--- src/rtl/fnd_display_scheduler.sv ---
// Picks which game value the 4-digit FND shows: rotating player scores,
// a held dice roll, or a sticky winner banner, as a registered 14-bit count.
module fnd_display_scheduler #(
  parameter int unsigned ROTATE_CYCLES = 200_000_000,
  parameter int unsigned HOLD_CYCLES   = 150_000_000
) (
  input  logic        clk,
  input  logic        rst,
  input  logic [13:0] score_p1,
  input  logic [13:0] score_p2,
  input  logic        dice_valid,
  input  logic [2:0]  dice_value,
  input  logic        win_valid,
  input  logic [1:0]  win_player,
  input  logic        restart,
  output logic [13:0] count_reg,
  output logic [2:0]  disp_src
);

  localparam int unsigned DWELL_MAX = (ROTATE_CYCLES > HOLD_CYCLES) ? ROTATE_CYCLES : HOLD_CYCLES;
  localparam int unsigned DW        = (DWELL_MAX > 2) ? $clog2(DWELL_MAX) : 1;
  localparam int unsigned CW        = 14;

  localparam logic [DW-1:0] ROT_LAST  = DW'(ROTATE_CYCLES - 1);
  localparam logic [DW-1:0] HOLD_LAST = DW'(HOLD_CYCLES - 1);

  typedef enum logic [2:0] {
    S_IDLE = 3'd0,
    S_P1   = 3'd1,
    S_P2   = 3'd2,
    S_DICE = 3'd3,
    S_WIN  = 3'd4
  } state_e;

  state_e          state, state_nxt;
  logic [DW-1:0]   dwell, dwell_nxt;
  logic            resume, resume_nxt;       // 0: back to P1, 1: back to P2
  logic [2:0]      dice_latched, dice_nxt;
  logic [1:0]      winner_latched, winner_nxt;
  logic [CW-1:0]   count_nxt;

  logic dice_ok;
  logic win_ok;

  // Out-of-range dice values and winner IDs are dropped as if no pulse arrived
  assign dice_ok = dice_valid && (dice_value != 3'd0) && (dice_value != 3'd7);
  assign win_ok  = win_valid && ((win_player == 2'd1) || (win_player == 2'd2));

  function automatic logic [CW-1:0] sat999(input logic [CW-1:0] s);
    return (s > CW'(999)) ? CW'(999) : s;
  endfunction

  // State and page bookkeeping registers
  always_ff @(posedge clk or negedge rst) begin
    if (!rst) begin
      state          <= S_IDLE;
      dwell          <= '0;
      resume         <= 1'b0;
      dice_latched   <= '0;
      winner_latched <= '0;
    end else begin
      state          <= state_nxt;
      dwell          <= dwell_nxt;
      resume         <= resume_nxt;
      dice_latched   <= dice_nxt;
      winner_latched <= winner_nxt;
    end
  end

  // Next state; event priority is restart > win > dice > dwell expiry
  always_comb begin
    state_nxt  = state;
    dwell_nxt  = dwell;
    resume_nxt = resume;
    dice_nxt   = dice_latched;
    winner_nxt = winner_latched;

    case (state)
      S_IDLE: begin
        state_nxt = S_P1;
        dwell_nxt = '0;
      end
      S_WIN: begin
        if (restart) begin
          state_nxt  = S_P1;
          dwell_nxt  = '0;
          winner_nxt = '0;
        end
      end
      default: begin
        if (restart) begin
          state_nxt = S_P1;
          dwell_nxt = '0;
        end else if (win_ok) begin
          state_nxt  = S_WIN;
          dwell_nxt  = '0;
          winner_nxt = win_player;
        end else if (dice_ok) begin
          state_nxt = S_DICE;
          dwell_nxt = '0;
          dice_nxt  = dice_value;
          if (state != S_DICE) resume_nxt = (state == S_P2);
        end else if (state == S_DICE) begin
          if (dwell == HOLD_LAST) begin
            state_nxt = resume ? S_P2 : S_P1;
            dwell_nxt = '0;
          end else begin
            dwell_nxt = dwell + DW'(1);
          end
        end else if (dwell == ROT_LAST) begin
          state_nxt = (state == S_P1) ? S_P2 : S_P1;
          dwell_nxt = '0;
        end else begin
          dwell_nxt = dwell + DW'(1);
        end
      end
    endcase
  end

  // Display value for the page being entered; scores are live, not latched
  always_comb begin
    count_nxt = '0;
    case (state_nxt)
      S_P1:    count_nxt = CW'(1000) + sat999(score_p1);
      S_P2:    count_nxt = CW'(2000) + sat999(score_p2);
      S_DICE:  count_nxt = CW'(dice_nxt);
      S_WIN: begin
        if (winner_nxt == 2'd1)      count_nxt = CW'(1111);
        else if (winner_nxt == 2'd2) count_nxt = CW'(2222);
        else                         count_nxt = '0;
      end
      default: count_nxt = '0;
    endcase
  end

  // Output registers
  always_ff @(posedge clk or negedge rst) begin
    if (!rst) begin
      count_reg <= '0;
      disp_src  <= 3'd0;
    end else begin
      count_reg <= count_nxt;
      disp_src  <= 3'(state_nxt);
    end
  end

endmodule

--- config.mk ---
export PLATFORM = sky130hd
export DESIGN_NAME = fnd_display_scheduler
export DESIGN_NICKNAME = d
export VERILOG_FILES = /design/src/rtl/fnd_display_scheduler.sv
export SDC_FILE = /design/constraint.sdc
export NUM_CORES = 1
export LEC_CHECK = 0
export CAP_MARGIN = 20
export CORE_MARGIN = 5
export CORE_UTILIZATION = 53
export CTS_CLUSTER_DIAMETER = 60
export DETAILED_ROUTE_END_ITERATION = 10
export PLACE_DENSITY = 0.83
export SETUP_SLACK_MARGIN = 0.5
export SYNTH_ARGS = -nofsm -noshare
export SYNTH_HDL_FRONTEND = slang
export SYNTH_SLANG_ARGS = --single-unit
--- constraint.sdc ---
create_clock -name clk -period 3.7 [get_ports clk]
set_clock_uncertainty 0.2 [all_clocks]
set_input_delay 1.11 -clock clk [delete_from_list [all_inputs] [get_ports clk]]
set_output_delay 1.11 -clock clk [all_outputs]
set_load 0.05 [all_outputs]
[Word level (Yosys, flattened, before mapping)]
Cells that the tools add are included.
Storage, ports and cells
  flip-flop bits (word level): 51
  output and inout bits: 17
Operators by class
  add/sub/neg operators: 3
  order comparisons: 2
  equal/unequal tests: 17
  muxes and demuxes: 31
  bitwise operators: 3
  reductions and logical operators: 8
Operators by type and width (number)
  28-bit 2-to-1 mux: 7
  28-bit == test (second input constant): 2
  14-bit case mux with 4 select lines: 1
  28-bit case mux with 2 select lines: 1
  3-bit 2-to-1 mux: 11
  28-bit by 1-bit adder with 28-bit output (second input constant): 1
  14-bit by 10-bit > comparator with 1-bit output (second input constant): 2
  14-bit 2-to-1 mux: 2
  12-bit 2-to-1 mux: 2
  10-bit by 14-bit adder with 14-bit output (first input constant): 1
  11-bit by 14-bit adder with 14-bit output (first input constant): 1
  3-bit by 2-bit == test with 1-bit output (second input constant): 4
  2-bit 2-to-1 mux: 5
  3-bit by 1-bit == test with 1-bit output (second input constant): 2
  3-bit == test (second input constant): 2
  3-bit case mux with 2 select lines: 1
  5-bit AND reduction: 1
  2-bit by 1-bit == test with 1-bit output (second input constant): 2
  2-bit == test (second input constant): 2
  2-bit case mux with 2 select lines: 1
  1-bit logical AND: 3
  3-bit zero test: 1
  3-bit by 2-bit inequality test with 1-bit output (second input constant): 1
  3-bit inequality test (second input constant): 1
  other kinds (5): 7

[Longest topological paths before layout]
Gate-level depths: netlist of the first run.
  word-level depth: 10
  gate-level depth with buffers: 10
  depth with buffers taken out: 10

[Worst setup path after synthesis of the first run]
Ideal clock, no wire load.
  path type: input -> register
  start: in score_p2[12]
  end: reg count_reg[10]
  library setup time: 0.090 ns
  data arrival time: 2.927 ns
  data required time: 3.410 ns
  setup slack: 0.482 ns
  stages: 6
  cell sequence: or4_1 > clkbuf_1 > or2_2 > ha_1 > or4_1 > o221ai_1
On the way
  longest elaborated chain between the ends: 4
Ends and longest elaborated chain
  start: declaration: RTL line 10  | input logic [13:0] score_p2,
  14-bit by 10-bit > comparator with 1-bit output: RTL line 50  | return (s > CW'(999)) ? CW'(999) : s;
  14-bit 2-to-1 mux: RTL line 50
  11-bit by 14-bit adder with 14-bit output: RTL line 125  | S_P2: count_nxt = CW'(2000) + sat999(score_p2);
  14-bit case mux with 4 select lines: RTL line 123  | case (state_nxt)
  via count_nxt[10]: RTL line 40  | logic [CW-1:0] count_nxt;
  end signal: assignment: RTL line 142  | count_reg <= count_nxt;
  end: declaration: RTL line 16  | output logic [13:0] count_reg,
The timed path passes the listed nets, and every way through them passes these cells.
A chain may end at the register's enable or synchronous reset.

[Final worst setup path of the first run]
  start: in score_p1[13]
  end: reg count_reg[7]
On the way
  longest elaborated chain between the ends: 4
Ends and longest elaborated chain
  start: declaration: RTL line 9  | input logic [13:0] score_p1,
  14-bit by 10-bit > comparator with 1-bit output: RTL line 50
  14-bit 2-to-1 mux: RTL line 50
  10-bit by 14-bit adder with 14-bit output: RTL line 124  | S_P1: count_nxt = CW'(1000) + sat999(score_p1);
  14-bit case mux with 4 select lines: RTL line 123
  via count_nxt[7]: RTL line 40
The timed path passes the listed nets, and every way through them passes these cells.

==> results of run 1 <==
==> cells in the final DEF (no fill, tap or decap), types with 4 or more instances in the layout <==
| cell type | instances |
|---|---|
| or2_2 | 5 |
| o221ai_1 | 6 |
| o21ai_0 | 33 |
| nor2b_1 | 7 |
| nand3_1 | 12 |
| xnor2_1 | 5 |
| nand2_1 | 21 |
| nor2_1 | 35 |
| inv_1 | 14 |
| clkdlybuf4s50_1 | 48 |
| nand4_1 | 9 |
| dlymetal6s2s_1 | 5 |
| a21oi_1 | 10 |
| o21ai_1 | 4 |
| nand2b_1 | 5 |
| o41ai_1 | 7 |
| o31ai_1 | 13 |
| dfrtp_1 | 49 |
| a31oi_1 | 5 |
| or4_4 | 6 |
| and3_1 | 4 |
| clkbuf_8 | 5 |
| nor3_1 | 8 |
| buf_4 | 14 |
| xor2_1 | 7 |
==> logic make-up after synthesis <==
kind of cell	after synthesis	share of synthesized area, %
xor gates and xnor gates	13	3.748
and+or+nand+nor	138	24.34
AOI/OAI and AO/OA	99	21.54
DFF	51	42.01
buffers and inverters	28	4.077
muxes	6	2.100
other	1	0.1234
adders and majority gates	5	2.059
==> final cells by class <==
| class | instances | area (um2) |
|---|---|---|
| Clock inverter | 3 | 43.79 |
| Fill cell | 409 | 1556 |
| Clock buffer | 5 | 68.82 |
| Sequential cell | 51 | 1279 |
| Multi-Input combinational cell | 264 | 1767 |
| Timing Repair Buffer | 70 | 683.2 |
| Inverter | 14 | 52.55 |
| Tap cell | 72 | 90.09 |
==> critical path, cell delays in order <==
cell,delay (ps)
clkdlybuf4s50_1,390
or4_4,570
o21bai_1,210
nor2_1,180
ha_2,220
nor3_1,60
xor2_1,150
nor2_1,150
o221ai_2,110
==> routing by layer <==
metal	global-route usage [%]	wire length [um]	vias up
li1	-	-	1391
met1	25.52	3181	1350
met3	4.707	415	9
met4	6.619	74	0
met5	0	0	-
met2	35.66	3846	67
==> where the power goes <==
group	switching (mW)	total [mW]	leakage (nW)	internal [mW]
clock network	0.185	0.386	0.0581	0.202
logic	0.229	0.390	0.890	0.160
registers	0.0243	0.623	0.658	0.599
==> per-stage QoR <==
stage	setup slack, ps	area [um2]
floorplan	528.6	3045
global route	494.7	3984
finish	538.7	3984
detailed placement	0.09837	3666
global placement	73.37	3666
CTS	469.4	3841
==> final timing paths <==
path / from / to / slack, ps / depth (start not counted)
hold reg to reg: dwell[6] / dwell[6] / 310 / 1
max in group asynchronous: rst / dwell[7] / 1970 / 2
min in group asynchronous: rst / dwell[21] / 550 / 1
setup reg to reg: dwell[19] / dwell[15] / 610 / 9
setup / recovery: score_p1[13] / count_reg[7] / 540 / 9
hold / removal: dwell[6] / dwell[6] / 310 / 1
==> repair_timing <==
item                                    4_1_cts  5_1_grt
endpoints found under the setup margin       34       35
hold buffers                                  0        0
buffers inserted                              3        4
gates cloned                                  1        0
gates resized for setup                       6       30
pin swaps                                     6        7
==> run_results.csv, run 1 <==
group,metric,value,unit
clock_network,clk_latency,300,ps
routing,avgViaCountPerCell,5.881,
synth,syn-cell-area,0.003038,mm2
clock_network,cts_sinks,51,
grt,grt_pass1_wl,12520,um
final_layout,drive_gt1_share,14.99,%
routing,drt-initial-drc-count,240,
clock_network,cts_buffers,5,
pwr,static-leakage-power,1.607,nW
die,die-height,85.71,um
clock_network,cts.clk_slew.worst_paths,90,ps
final_layout,antenna_cells,0,
synth,synthFlopType,"dfrtp_1",
pwr,finalPower,1.399,mW
pwr,peakVddDrop,0.3278,mV
final_layout,syn2layout_area_growth,31.14,%
sta,hold_viol,0,
worst_setup_path,cp_max_fo,5,
worst_setup_path,worst_ep_required_time,3680,ps
die,die_w,85.71,um
grt,grt_max_degree,33,
die,coreArea,0.005540,mm2
synth,synth-edff-count,0,
routing,drc,0,
sta,relSlewSlack,55.73,%
grt,grt_overflow,0,
routing,antenna_left,0,
worst_setup_path,crit_type,"input port to flop",
synth,synthTopCellsByArea,"dfrtp_1, o21ai_0, nor2_1",
sta,hold_ws,313.7,ps
synth,async_flop_share,100.0,%
grt,grt_antenna_before_repair,0,
synth,synth_top_area_cell,"dfrtp_1",
synth,synthCells,341,
sta,rsz0062_at_grt,"false",
clock_network,cts_root_buf,"clkbuf_8",
final_layout,utilization,71.91,%
die,die-area,0.007346,mm2
run,cap_violations,0,
clock_network,htree_levels,2,
final_layout,final_nets,449,
placed_design,placed_cells,463,
sta,setup_viol,0,
synth,yosys_warnings,0,
final_layout,largest_reg_flops,28,
clock_network,cts_tree,"done",
sta,slew_violations,0,
synth,yosysMostFrequentCell,"dfrtp_1",
synth,yosysSeqAreaShare,42.01,%
synth,avgSynthCellArea,8.909,um2
synth,yosysUniqueCellTypes,56,
worst_setup_path,cp.arrival,3150,ps
grt,first_global_vias,2758,
worst_setup_path,crit_path_start_kind,"input port",
synth,synth_common_cells,"dfrtp_1, o21ai_0, nor2_1",
hold_path,hold_path_class,"flop to flop",
die,rows,27,
routing,first_pass_iters,4,
final_layout,layout.cells.non_filler,479,
sta,fmax,316.3,MHz
routing,drt_wl_total,7517,um
sta,worstMarginPinSlew,658.0,ps
worst_setup_path,end_kind,"flop",
synth,ys_seq_elements,51,
sta,fin_tns_setup,0,ps
outcome,status,"complete, no violations",
placed_design,dpl.hpwl,5467,um
sta,fin_crit_sh,85.44,%
die,io_pins,55,
clock_network,cts_buffer_depth,2,
grt,groute.usage.overall,20.64,%
die,start_util,54.83,%
pwr,power_density,351.1,mW/mm2
placed_design,gp_congestion,0.8965,
routing,wl_per_cell,15.69,um
routing,vias,2817,
sta,layout_min_cycle_time,3161,ps
placed_design,numPortBuffers,54,
synth,synth_top_area_share,42.01,%
No activity file was read; power rests on OpenSTA's default activity.
==> run 2, diff against run 1 <==
--- a/config.mk
+++ b/config.mk
@@ -6,11 +6,12 @@
 export NUM_CORES = 1
 export LEC_CHECK = 0
 export CAP_MARGIN = 20
-export CORE_MARGIN = 5
-export CORE_UTILIZATION = 53
+export CORE_UTILIZATION = 55
+export CTS_BUF_LIST = sky130_fd_sc_hd__clkbuf_4 sky130_fd_sc_hd__clkbuf_8
 export CTS_CLUSTER_DIAMETER = 60
 export DETAILED_ROUTE_END_ITERATION = 10
-export PLACE_DENSITY = 0.83
+export GPL_TIMING_DRIVEN = 1
+export PLACE_DENSITY = 0.85
 export SETUP_SLACK_MARGIN = 0.5
 export SYNTH_ARGS = -nofsm -noshare
 export SYNTH_HDL_FRONTEND = slang
==> run_results.csv, run 2 (synthesis gave the netlist of run 1 again) <==
group,metric,value,unit
grt,grt_overflow,0,
sta,fin_crit_sh,86.86,%
worst_setup_path,crit_path_start_kind,"flop",
clock_network,cts_tree,"done",
final_layout,largest_reg_flops,28,
die,start_util,58.37,%
worst_setup_path,cp.arrival,3200,ps
die,io_pins,55,
sta,relSlewSlack,64.13,%
sta,fmax,311.2,MHz
run,cap_violations,0,
clock_network,clk_latency,310,ps
clock_network,cts_buffer_depth,2,
grt,grt_pass1_wl,12260,um
routing,drc,0,
sta,slew_violations,0,
pwr,finalPower,1.448,mW
clock_network,cts_sinks,51,
clock_network,cts_buffers,5,
routing,avgViaCountPerCell,6.381,
final_layout,layout.cells.non_filler,488,
sta,layout_min_cycle_time,3214,ps
grt,grt_antenna_before_repair,0,
final_layout,drive_gt1_share,21.05,%
sta,rsz0062_at_grt,"true",
final_layout,syn2layout_area_growth,37.77,%
worst_setup_path,cp_slowest_stage_delay,570,ps
routing,drt_wl_total,8977,um
sta,setup_viol,0,
routing,antenna_left,0,
die,coreArea,0.005205,mm2
outcome,status,"complete, no violations",
worst_setup_path,crit_type,"flop to flop",
placed_design,placed_cells,463,
final_layout,final_common_cell,"dfrtp_1",
final_layout,final_nets,460,
die,die-area,0.005825,mm2
final_layout,final_cell_mix,"dfrtp_1, clkdlybuf4s50_1, nor2_1",
worst_setup_path,end_kind,"flop",
pwr,power_density,345.9,mW/mm2
die,die_w,76.32,um
pwr,peakVddDrop,0.2882,mV
worst_setup_path,critical_path_buf_inv_count,2,
clock_network,htree_levels,2,
routing,wl_per_cell,18.40,um
clock_network,cts.clk_slew.worst_paths,90,ps
routing,vias,3114,
die,rows,26,
placed_design,dpl.hpwl,5303,um
final_layout,antenna_cells,0,
sta,worstMarginPinSlew,524.4,ps
hold_path,hold_path_class,"flop to flop",
worst_setup_path,worstPathCellList,"or4_1, or4_4, or4_4, o211ai_1, buf_4, buf_4, a31oi_1, o21ai_0, o41ai_2",
grt,grt_max_degree,35,
sta,fin_tns_setup,0,ps
routing,first_pass_iters,5,
clock_network,cts_root_buf,"clkbuf_8",
worst_setup_path,cp_max_fo,8,
pwr,static-leakage-power,1.711,nW
placed_design,gp_congestion,0.8694,
grt,first_global_vias,2721,
worst_setup_path,worst_ep_required_time,3690,ps
worst_setup_path,critPathSlowestCell,"or4_4",
worst_setup_path,cpLargestDelayFamily,"simple AND/OR/NAND/NOR gates",
die,die-height,76.32,um
placed_design,numPortBuffers,54,
sta,hold_viol,0,
grt,groute.usage.overall,26.09,%
routing,drt-initial-drc-count,415,
-- run 2: changes by cell type in the layout (fill, tap and decap cells not counted), sizes merged --
cell and change:
dlymetal6s2s +1, buf +9, clkinv -1, clkdlybuf4s50 -1, clkbuf +3
-- run 2: per-stage QoR --
step / area, um2 / util, % / hold WS, ps / setup WS [ps]
floorplan: 3045 / - / 244.5 / 528.6
global placement: 3679 / 70.67 / 266.0 / 78.82
detailed placement: 3679 / 70.67 / 276.9 / -2.319
CTS: 3825 / 73.49 / 305.0 / 500.8
global route: 4185 / 80.41 / 322.8 / 387.0
finish: 4185 / 80.41 / 313.4 / 486.3
-- run 2: area by class of cell --
cell class	count	area (um2)
clock buffer	6	82.58
clock inverter	2	35.03
fill	322	1020
inverter	14	52.55
multi-input combinational	264	1886
sequential	51	1277
tap	70	87.58
timing repair buffer	81	764.5
-- run 2: report_power, final --
part / internal [mW] / switching (mW)
Clock: 0.219 / 0.191
Sequential: 0.599 / 0.0251
Combinational: 0.168 / 0.246
-- run 2: worst paths after layout --
path,end,cells after the start,startpoint,slack [ps]
min in group asynchronous,dwell[12],1,rst,510
worst max-delay path,dwell[16],9,dwell[7],490
max in group asynchronous,count_reg[5],2,rst,2000
worst min register to register,dice_latched[1],1,dice_latched[1],310
worst max register to register,dwell[16],9,dwell[7],490
worst min-delay path,dice_latched[1],1,dice_latched[1],310
-- run 2: routing by layer --
layer / vias up / GRT usage, % / wire length [um]
met5: - / 0 / 0
met4: 0 / 10.77 / 223
met3: 26 / 4.431 / 589
met2: 169 / 43.87 / 4614
met1: 1506 / 33.18 / 3550
li1: 1413 / - / -
-- run 2: worst reg2reg max path, cell delays in order, from the launching register on --
cell	delay, ps
dfrtp_1	440
or4_1	530
or4_4	440
or4_4	570
o211ai_1	140
buf_4	180
buf_4	170
a31oi_1	50
o21ai_0	240
o41ai_2	120
-- run 2: what timing repair did --
item	CTS	global route
setup buffers	0	13
resized for setup	6	58
gates cloned	0	4
endpoints found under the setup margin	16	35
hold buffers	0	0
pin swaps	4	16
==> run 3, diff against run 2 <==
--- a/config.mk
+++ b/config.mk
@@ -6,12 +6,12 @@
 export NUM_CORES = 1
 export LEC_CHECK = 0
 export CAP_MARGIN = 20
-export CORE_UTILIZATION = 55
+export CORE_UTILIZATION = 45
 export CTS_BUF_LIST = sky130_fd_sc_hd__clkbuf_4 sky130_fd_sc_hd__clkbuf_8
 export CTS_CLUSTER_DIAMETER = 60
 export DETAILED_ROUTE_END_ITERATION = 10
 export GPL_TIMING_DRIVEN = 1
-export PLACE_DENSITY = 0.85
+export PLACE_DENSITY = 0.72
 export SETUP_SLACK_MARGIN = 0.5
 export SYNTH_ARGS = -nofsm -noshare
 export SYNTH_HDL_FRONTEND = slang
==> run_results.csv, run 3 (synthesis gave the netlist of run 1 again) <==
group,metric,value,unit
outcome,status,"complete, but fails checks",
outcome,violations,"design-rule violations",
final_layout,final_area,0.003928,mm2
placed_design,numPortBuffers,54,
final_layout,drive_gt1_share,14.25,%
placed_design,dpl.hpwl,5411,um
final_layout,largest_reg_flops,28,
placed_design,gp_congestion,0.8303,
worst_setup_path,crit_type,"flop to flop",
clock_network,cts_hold_buf,0,
clock_network,htree_levels,2,
final_layout,antenna_cells,0,
worst_setup_path,end_kind,"flop",
clock_network,cts_sinks,51,
routing,drt_wl_total,7755,um
worst_setup_path,cp_max_fo,12,
final_layout,final_cell_mix,"dfrtp_1, clkdlybuf4s50_1, o21ai_0",
clock_network,cts_buffers,5,
pwr,power_frac_seq,46.2,%
grt,grt_max_degree,50,
routing,vias,2865,
routing,drc,2,
routing,wl_per_cell,16.02,um
grt,grt_antenna_before_repair,0,
grt,first_global_vias,2642,
sta,relSlewSlack,62.39,%
sta,worstMarginPinSlew,564.2,ps
sta,rsz0062_at_grt,"false",
grt,groute.usage.overall,21.74,%
pwr,power_density,342.4,mW/mm2
sta,fmax,317.2,MHz
clock_network,cts_buffer_depth,2,
final_layout,syn2layout_area_growth,29.28,%
sta,setup_viol,0,
clock_network,clk_latency,310,ps
die,coreArea,0.006422,mm2
pwr,peakVddDrop,0.1920,mV
pwr,static-leakage-power,1.582,nW
final_layout,utilization,61.15,%
worst_setup_path,critPathSlowestCell,"or4_4",
routing,first_pass_iters,7,
clock_network,cts.clk_slew.worst_paths,100,ps
final_layout,final_nets,449,
sta,hold_ws,302.6,ps
pwr,p_int,0.8946,mW
grt,grt_pass1_wl,12490,um
die,start_util,47.30,%
hold_path,hold_path_class,"flop to flop",
worst_setup_path,worstPathCellList,"or4_1, or4_1, or4_4, o211ai_1, buf_4, buf_6, a31oi_1, o21ai_0, o31ai_1",
routing,avgViaCountPerCell,5.919,
die,rows,29,
worst_setup_path,cp_slowest_stage_delay,570,ps
die,die-area,0.007084,mm2
sta,fin_tns_setup,0,ps
clock_network,cts_root_buf,"clkbuf_8",
worst_setup_path,crit_path_start_kind,"flop",
die,io_pins,55,
pwr,power.share.clock,24.8,%
sta,fin_crit_sh,85.21,%
routing,antenna_left,0,
run,cap_violations,0,
worst_setup_path,cp.arrival,3150,ps
pwr,finalPower,1.345,mW
worst_setup_path,worst_ep_required_time,3700,ps
sta,hold_viol,0,
sta,slew_violations,0,
clock_network,cts_tree,"done",
pwr,p_comb_share,29.0,%
placed_design,place_area,0.003685,mm2
die,die-height,84.17,um
final_layout,final_common_cell,"dfrtp_1",
pwr,switching_share,33.48,%
sta,layout_min_cycle_time,3153,ps
worst_setup_path,cpMostUsedCell,"or4_1",
die,die_w,84.17,um
grt,grt_overflow,0,
pwr,p_switching,0.4504,mW
routing,drt-initial-drc-count,329,
[run 3: routing by layer]
layer | vias up | wire (um) | track usage (%)
met1 | 1383 | 3798 | 32.97
met5 | - | 0 | 0
met3 | 2 | 455 | 4.621
met2 | 93 | 3464 | 31.59
met4 | 0 | 36 | 5.329
li1 | 1387 | - | -
[run 3: layout make-up]
cell class                 count  area, um2
clock inverter                 3      18.77
tap                           77      96.34
multi-input combinational    263       1715
inverter                      14      52.55
sequential                    51       1279
clock buffer                   5      68.82
fill                         553       2495
timing repair buffer          71      696.9
[run 3: final timing paths]
| check | from | endpoint | slack [ps] | cells past startpoint |
|---|---|---|---|---|
| min | dwell[27] | dwell[27] | 300 | 1 |
| min reg2reg | dwell[27] | dwell[27] | 300 | 1 |
| min in group asynchronous | rst | dwell[21] | 580 | 1 |
| max | dwell[19] | dwell[27] | 550 | 9 |
| max in group asynchronous | rst | dwell[22] | 1940 | 2 |
| max reg2reg | dwell[19] | dwell[27] | 550 | 9 |
[run 3: power by group through the flow]
stage | Clock (mW) | Combinational, mW | Sequential [mW]
final | 0.334 | 0.390 | 0.621
after global routing | 0.359 | 0.417 | 0.625
after CTS | 0.337 | 0.367 | 0.621
after detailed placement | 0 | 0.364 | 0.632
after global placement | 0 | 0.358 | 0.633
after floorplan | 0 | 0.134 | 0.716
[run 3: critical path: cells and delay by family, from the launching register on]
kind                   cells  cell delay [ps]
and+or+nand+nor            3             1520
DFF                        1              470
AOI/OAI and AO/OA          4              520
buffers and inverters      2              330
[run 3: repair_timing]
item / 4_1_cts / 5_1_grt
setup endpoints to repair: 7 / 34
gates resized for setup: 5 / 21
gates cloned: 0 / 2
setup buffers: 1 / 5
pin swaps: 2 / 7
[run 3: metrics by stage]
stage	cells	setup slack, ps
finish	484	547.1
global route	484	459.0
CTS	477	429.5
detailed placement	468	43.76
global placement	468	127.4
floorplan	342	528.6
